--- src/rtl/pc_redirect_sequencer_pkg.sv ---
// rtl/pc_redirect_sequencer_pkg.sv - shared state enum, widths and vector defaults for the PC redirect sequencer
package pc_redirect_sequencer_pkg;

    localparam int MWORD_SIZE_DEF        = 32;
    localparam int SMALL_NUMBER_SIZE_DEF = 8;
    localparam int ALIGN_BITS_DEF        = 2;

    localparam logic [31:0] RESET_PC_DEF      = 32'h0000_0000;
    localparam logic [31:0] INT_BASE_DEF      = 32'h0000_0100;
    localparam logic [31:0] EXC_BASE_DEF      = 32'h0000_0200;
    localparam logic [7:0]  MISALIGN_CODE_DEF = 8'h01;

    typedef enum logic [1:0] {
        BOOT       = 2'd0,
        RUN        = 2'd1,
        IN_HANDLER = 2'd2,
        HALTED     = 2'd3
    } seqState_t;

endpackage

--- src/rtl/pc_redirect_sequencer_mux.sv ---
// rtl/pc_redirect_sequencer_mux.sv - pc_next_mux: priority source select and next-PC formation
// Optional alignment check on target/result redirects when PC_ALIGN_CHECK_EN is defined.
module pc_next_mux
    import pc_redirect_sequencer_pkg::*;
#(
    parameter int                       MWORD_SIZE        = MWORD_SIZE_DEF,
    parameter int                       SMALL_NUMBER_SIZE = SMALL_NUMBER_SIZE_DEF,
    parameter int                       ALIGN_BITS        = ALIGN_BITS_DEF,
    parameter logic [MWORD_SIZE-1:0]    INT_BASE          = INT_BASE_DEF,
    parameter logic [MWORD_SIZE-1:0]    EXC_BASE          = EXC_BASE_DEF,
    parameter logic [SMALL_NUMBER_SIZE-1:0] MISALIGN_CODE = MISALIGN_CODE_DEF
) (
    input  logic                         active,
    input  logic                         intEnable,
    input  logic                         excValid,
    input  logic [SMALL_NUMBER_SIZE-1:0] excCode,
    input  logic                         intValid,
    input  logic [SMALL_NUMBER_SIZE-1:0] intCode,
    input  logic                         targetValid,
    input  logic [MWORD_SIZE-1:0]        insTarget,
    input  logic                         resultValid,
    input  logic [MWORD_SIZE-1:0]        insResult,
    input  logic                         fetchReady,
    input  logic [MWORD_SIZE-1:0]        pc,
    output logic                         selectExc,
    output logic                         selectInt,
    output logic                         selectTarget,
    output logic                         selectResult,
    output logic                         selectMoved,
    output logic [MWORD_SIZE-1:0]        nextPc
);

    localparam logic [MWORD_SIZE-1:0] STEP = {{(MWORD_SIZE-1){1'b0}}, 1'b1} << ALIGN_BITS;

    logic targetBad;
    logic resultBad;

`ifdef PC_ALIGN_CHECK_EN
    assign targetBad = |insTarget[ALIGN_BITS-1:0];
    assign resultBad = |insResult[ALIGN_BITS-1:0];
`else
    assign targetBad = 1'b0;
    assign resultBad = 1'b0;
`endif

    // A misaligned redirect turns into an exception carrying MISALIGN_CODE.
    always_comb begin
        selectExc    = 1'b0;
        selectInt    = 1'b0;
        selectTarget = 1'b0;
        selectResult = 1'b0;
        selectMoved  = 1'b0;
        nextPc       = pc;
        if (active) begin
            if (excValid) begin
                selectExc = 1'b1;
                nextPc    = {EXC_BASE[MWORD_SIZE-1:SMALL_NUMBER_SIZE], excCode};
            end else if (intValid && intEnable) begin
                selectInt = 1'b1;
                nextPc    = {INT_BASE[MWORD_SIZE-1:SMALL_NUMBER_SIZE], intCode};
            end else if (targetValid) begin
                if (targetBad) begin
                    selectExc = 1'b1;
                    nextPc    = {EXC_BASE[MWORD_SIZE-1:SMALL_NUMBER_SIZE], MISALIGN_CODE};
                end else begin
                    selectTarget = 1'b1;
                    nextPc       = insTarget;
                end
            end else if (resultValid) begin
                if (resultBad) begin
                    selectExc = 1'b1;
                    nextPc    = {EXC_BASE[MWORD_SIZE-1:SMALL_NUMBER_SIZE], MISALIGN_CODE};
                end else begin
                    selectResult = 1'b1;
                    nextPc       = insResult;
                end
            end else if (fetchReady) begin
                selectMoved = 1'b1;
                nextPc      = pc + STEP;
            end
        end
    end

endmodule

--- src/rtl/pc_redirect_sequencer.sv ---
// rtl/pc_redirect_sequencer.sv - fetch PC owner: redirect arbitration, handler nesting, fetch hold
// Define PC_ALIGN_CHECK_EN to fault misaligned target/result redirects.
module pc_redirect_sequencer
    import pc_redirect_sequencer_pkg::*;
#(
    parameter int                           MWORD_SIZE        = MWORD_SIZE_DEF,
    parameter int                           SMALL_NUMBER_SIZE = SMALL_NUMBER_SIZE_DEF,
    parameter int                           ALIGN_BITS        = ALIGN_BITS_DEF,
    parameter logic [MWORD_SIZE-1:0]        RESET_PC          = RESET_PC_DEF,
    parameter logic [MWORD_SIZE-1:0]        INT_BASE          = INT_BASE_DEF,
    parameter logic [MWORD_SIZE-1:0]        EXC_BASE          = EXC_BASE_DEF,
    parameter logic [SMALL_NUMBER_SIZE-1:0] MISALIGN_CODE     = MISALIGN_CODE_DEF
) (
    input  logic                         clk,
    input  logic                         reset,
    input  logic                         intReq,
    input  logic [SMALL_NUMBER_SIZE-1:0] intCode,
    input  logic                         excReq,
    input  logic [SMALL_NUMBER_SIZE-1:0] excCode,
    input  logic                         targetValid,
    input  logic [MWORD_SIZE-1:0]        insTarget,
    input  logic                         resultValid,
    input  logic [MWORD_SIZE-1:0]        insResult,
    input  logic                         retReq,
    input  logic                         fetchReady,
    output logic [MWORD_SIZE-1:0]        pc,
    output logic                         pcValid,
    output logic                         selectInt,
    output logic                         selectExc,
    output logic                         selectTarget,
    output logic                         selectResult,
    output logic                         selectMoved,
    output logic                         intAck,
    output logic                         excAck,
    output logic                         inHandler,
    output logic                         halted
);

    seqState_t state, stateNext;

    logic                         intPending, excPending;
    logic [SMALL_NUMBER_SIZE-1:0] intCodeQ, excCodeQ;
    logic                         intEff, excEff;
    logic [SMALL_NUMBER_SIZE-1:0] intCodeEff, excCodeEff;
    logic                         muxExc, muxInt, muxTarget, muxResult, muxMoved;
    logic [MWORD_SIZE-1:0]        muxPc, pcNext;

    // Requests arriving this cycle compete immediately alongside latched ones.
    assign intEff     = intPending | intReq;
    assign intCodeEff = intPending ? intCodeQ : intCode;
    assign excEff     = excPending | excReq;
    assign excCodeEff = excReq ? excCode : excCodeQ;

    pc_next_mux #(
        .MWORD_SIZE        (MWORD_SIZE),
        .SMALL_NUMBER_SIZE (SMALL_NUMBER_SIZE),
        .ALIGN_BITS        (ALIGN_BITS),
        .INT_BASE          (INT_BASE),
        .EXC_BASE          (EXC_BASE),
        .MISALIGN_CODE     (MISALIGN_CODE)
    ) u_mux (
        .active       (state == RUN || state == IN_HANDLER),
        .intEnable    (state == RUN),
        .excValid     (excEff),
        .excCode      (excCodeEff),
        .intValid     (intEff),
        .intCode      (intCodeEff),
        .targetValid  (targetValid),
        .insTarget    (insTarget),
        .resultValid  (resultValid),
        .insResult    (insResult),
        .fetchReady   (fetchReady),
        .pc           (pc),
        .selectExc    (muxExc),
        .selectInt    (muxInt),
        .selectTarget (muxTarget),
        .selectResult (muxResult),
        .selectMoved  (muxMoved),
        .nextPc       (muxPc)
    );

    always_ff @(posedge clk or posedge reset) begin
        if (reset) begin
            state <= BOOT;
        end else begin
            state <= stateNext;
        end
    end

    always_comb begin
        stateNext    = state;
        pcNext       = muxPc;
        selectExc    = muxExc;
        selectInt    = muxInt;
        selectTarget = muxTarget;
        selectResult = muxResult;
        selectMoved  = muxMoved;
        intAck       = muxInt;
        excAck       = muxExc;
        case (state)
            BOOT: stateNext = RUN;
            RUN: begin
                if (muxExc || muxInt) stateNext = IN_HANDLER;
            end
            IN_HANDLER: begin
                // Exception inside a handler: acknowledge, but freeze the PC and stop.
                if (muxExc) begin
                    selectExc = 1'b0;
                    pcNext    = pc;
                    stateNext = HALTED;
                end else if (muxResult && retReq) begin
                    stateNext = RUN;
                end
            end
            default: stateNext = HALTED;
        endcase
    end

    always_ff @(posedge clk or posedge reset) begin
        if (reset) begin
            pc         <= RESET_PC;
            intPending <= 1'b0;
            intCodeQ   <= '0;
            excPending <= 1'b0;
            excCodeQ   <= '0;
        end else begin
            pc         <= pcNext;
            intPending <= intEff && !muxInt;
            excPending <= excEff && !(muxExc && excEff);
            if (intReq && !intPending) intCodeQ <= intCode;
            if (excReq) excCodeQ <= excCode;
        end
    end

    assign pcValid   = (state == RUN) || (state == IN_HANDLER);
    assign inHandler = (state == IN_HANDLER);
    assign halted    = (state == HALTED);

endmodule

--- config.mk ---
export PLATFORM = sky130hd
export DESIGN_NAME = pc_redirect_sequencer
export DESIGN_NICKNAME = d
export VERILOG_FILES = /design/src/rtl/pc_redirect_sequencer_pkg.sv /design/src/rtl/pc_redirect_sequencer_mux.sv /design/src/rtl/pc_redirect_sequencer.sv
export SDC_FILE = /design/constraint.sdc
export NUM_CORES = 1
export LEC_CHECK = 0
export BUFFER_PORTS_ARGS = -buffer_cell sky130_fd_sc_hd__buf_2
export CORE_MARGIN = 3
export CORE_UTILIZATION = 45
export CTS_CLUSTER_DIAMETER = 100
export DETAILED_ROUTE_END_ITERATION = 12
export GPL_TIMING_DRIVEN = 0
export PLACE_DENSITY = 0.77
export SLEW_MARGIN = 20
export SYNTH_ARGS = -nofsm -noshare
export SYNTH_HDL_FRONTEND = slang
export SYNTH_SLANG_ARGS = --single-unit
--- constraint.sdc ---
create_clock -name clk -period 2.3 [get_ports clk]
set_input_delay 0.46 -clock clk [delete_from_list [all_inputs] [get_ports clk]]
set_output_delay 0.46 -clock clk [all_outputs]
set_load 0.01 [all_outputs]
==> reports/qor.yml <==
first_pass_iters: 5
io-pin-count: 130
crit_path_start_kind: "flop"
synth_most_common_cell: "dfrtp_1"
finalSetupTns_ns: 0
static-leakage-power_nw: 2.11
post_synth.cell_area_avg_um2: 8.90
final.setup_skew_ns: 0.00950
cts_buffer_depth: 2
synthesis.nets: 485
fmaxAchievable_mhz: 444
synth-adder-area-share: 0.0179
final_hold_slack_ns: 0.220
per_cell_via_count_in_the_routed_design: 6.05
drv_slew: 0
rrSetupSlack_ns: 0.08
final.period_utilization: 0.980
timing.max_slew.rel_slack: 0.556
max_cap_viol_count: 0
drt.antenna.violating_nets: 0
design.die.area_um2: 8840
clock-root-buffer: "clkbuf_8"
clk_latency_ns: 0.32
drive_above_1_share: 0.367
period_needed_ns: 2.25
post_cts_hold_buffer_count: 0
remaining_drc_errors: 0
grt_first_pass_wirelength_um: 17900
crit_type: "reg -> out"
detailroute.via_count: 3815
floorplan.initialDensity: 0.473
p_per_area_nw_per_um2: 1150
reg2reg_from: "state[1]"
detailedPlacementHpwl_um: 8520
area_taken_by_multi_input_logic_gates_um2: 2100
share_of_synthesized_registers_carrying_an_async_set_or_reset: 1.00
path_clk_slew_ns: 0.11
rsz0062_at_grt: "yes"
number_of_global_route_vias_before_repair: 3606
io_buffer_count: 128
routedWlPerCell_um: 18.4
dominantRegCellSynth: "dfrtp_1"
tritoncts: "built"
grt_antenna_before_repair: 0
die_x_um: 94.0
cts-buffers-inserted: 5
cp_max_fo: 5
run_status: "completed"
timing.critical_path.arrival_ns: 1.79
synth_compound_gate_area_share: 0.254
design_power_total_w: 0.00519
post_synth_instance_area_um2: 3490
floorplan.core_area_um2: 7370
postSynthRegisterBits: 52
largest_family_of_logic_cells_by_synthesized_area: "compound AO/OA/AOI/OAI gates"
timing.rr.end: "pc[24]"
finalWeightedCongestion: 0.918
storage_element_area_um2: 1300
synthDominantAreaCellType: "dfrtp_1"
grt_most_used_layer: "met2"
globalRouteMet1Util: 0.337
final_net_count: 624
post_synth_most_frequent_cells: "dfrtp_1, nor2_1, o21ai_0, nand3_1"
cells_after_synth: 392
final-setup-viol-count: 0
gr-usage-all-layers: 0.258
clock-sinks: 52
startpoint: "state[1]"
met2_usage: 0.426
critical_path.endpoint_type: "output pin"
groute.layer.met3.usage: 0.0489
post_synth_mux_area_share: 0.0983
seq_area_frac_synth: 0.373
post_synth_and_or_nand_nor_area_fraction: 0.197
routed_wl_um: 11600
post_synth_num_cell_types: 58
hold_viol_final: 0
num-fill-cells: 679
h-tree-depth: 2
xor_and_xnor_area_share_after_synthesis: 0.0100
synthTopCellsByArea: "dfrtp_1, mux2_2, mux2i_1"
yosys_warnings: 0
number_of_synthesized_flops_with_an_enable_pin: 0
depth_of_the_most_critical_reg_to_reg_path: 7
global_route.overflow_total: 0
die_h_um: 94.0
hold_path.class: "in -> async"
syn_to_final_growth_pct: 29.1
ir_drop_uv: 788
worstPathRequired_ns: 1.84
detailedRoute.firstIterationViolations: 357
tightestPinTransition_ns: 0.666
final_util: 0.611
row_count: 31
n_antenna_cell: 0
setup.worst_path.end: "selectInt"
top_cell_type_s_share_of_synthesized_area: 0.373
grt_start_max_net_pins: 53
==> power by group <==
group | total [W] | internal (W) | switching [W] | leakage, nW
combinational | 0.00288 | 0.00125 | 0.00162 | 1.42
clock | 0.000576 | 0.000224 | 0.000352 | 0.0463
sequential | 0.00173 | 0.00131 | 0.000428 | 0.647
==> repair_timing <==
item                                    4_1_cts  5_1_grt
endpoints found under the setup margin       32       33
pin swaps                                     0        1
buffers inserted                              2        5
resized for setup                            16       26
==> critical path, stage by stage (launching register included) <==
cell and delay, ns:
dfrtp_1 0.43, inv_1 0.12, ha_2 0.24, o21ai_2 0.10, clkbuf_4 0.17, nor3_4 0.19, buf_4 0.13, buf_2 0.11
==> routing by layer <==
layer / part of all wire / vias up
met5: 0 / -
met4: 0.023 / 0
met3: 0.088 / 34
met2: 0.48 / 203
met1: 0.41 / 1803
li1: - / 1775
==> area by class of cell <==
type / instances / share of cell area
Clock buffer: 5 / 0.0153
Tap cell: 99 / 0.0275
Inverter: 12 / 0.0114
Sequential cell: 52 / 0.289
Clock inverter: 3 / 0.00612
Buffer: 25 / 0.0295
Timing Repair Buffer: 135 / 0.154
Multi-Input combinational cell: 300 / 0.467
==> state kept, by name, indices dropped and copies added (netlist names) <==
register,flops
excCodeQ,8
excPending,1
intCodeQ,8
intPending,1
pc,32
state,2
==> per-stage QoR <==
stage	setup WS [ns]	cell area, um2	cells
CTS	-0.00538	4400	626
global placement	-0.637	4250	619
detailed placement	-0.691	4250	619
global route	-0.0422	4500	631
finish	0.0465	4500	631
floorplan	0.0558	3490	392
==> layout by cell type (no fill, tap or decap), types with 10 or more instances in the layout <==
cell and count:
and3_1 10, o21ai_0 24, nand3_1 23, dfrtp_1 51
o22ai_1 16, a21oi_1 16, mux2i_1 14, inv_1 10
nand2_1 21, mux2_2 18, buf_2 132, nor2_1 30
==> kinds of logic (layout without fill, tap and decap cells) <==
kind of cell / count (synthesis) / count (layout)
adders and majority gates: 5 / 5
muxes: 32 / 32
AOI/OAI and AO/OA: 130 / 130
and+or+nand+nor: 129 / 129
DFF: 52 / 52
buffers and inverters: 40 / 180
xor gates and xnor gates: 4 / 4
==> worst min path at each step <==
stage	start	slack [ns]	endpoint
after detailed placement	excCodeQ[3]	0.49	excCodeQ[3]
after floorplan	excCodeQ[3]	0.47	excCodeQ[3]
final	reset	0.22	pc[13]
after CTS	reset	0.26	pc[10]
after global routing	reset	0.29	pc[4]
after global placement	excCodeQ[6]	0.48	excCodeQ[6]
Note: power is estimated with default switching activity, not from simulation.
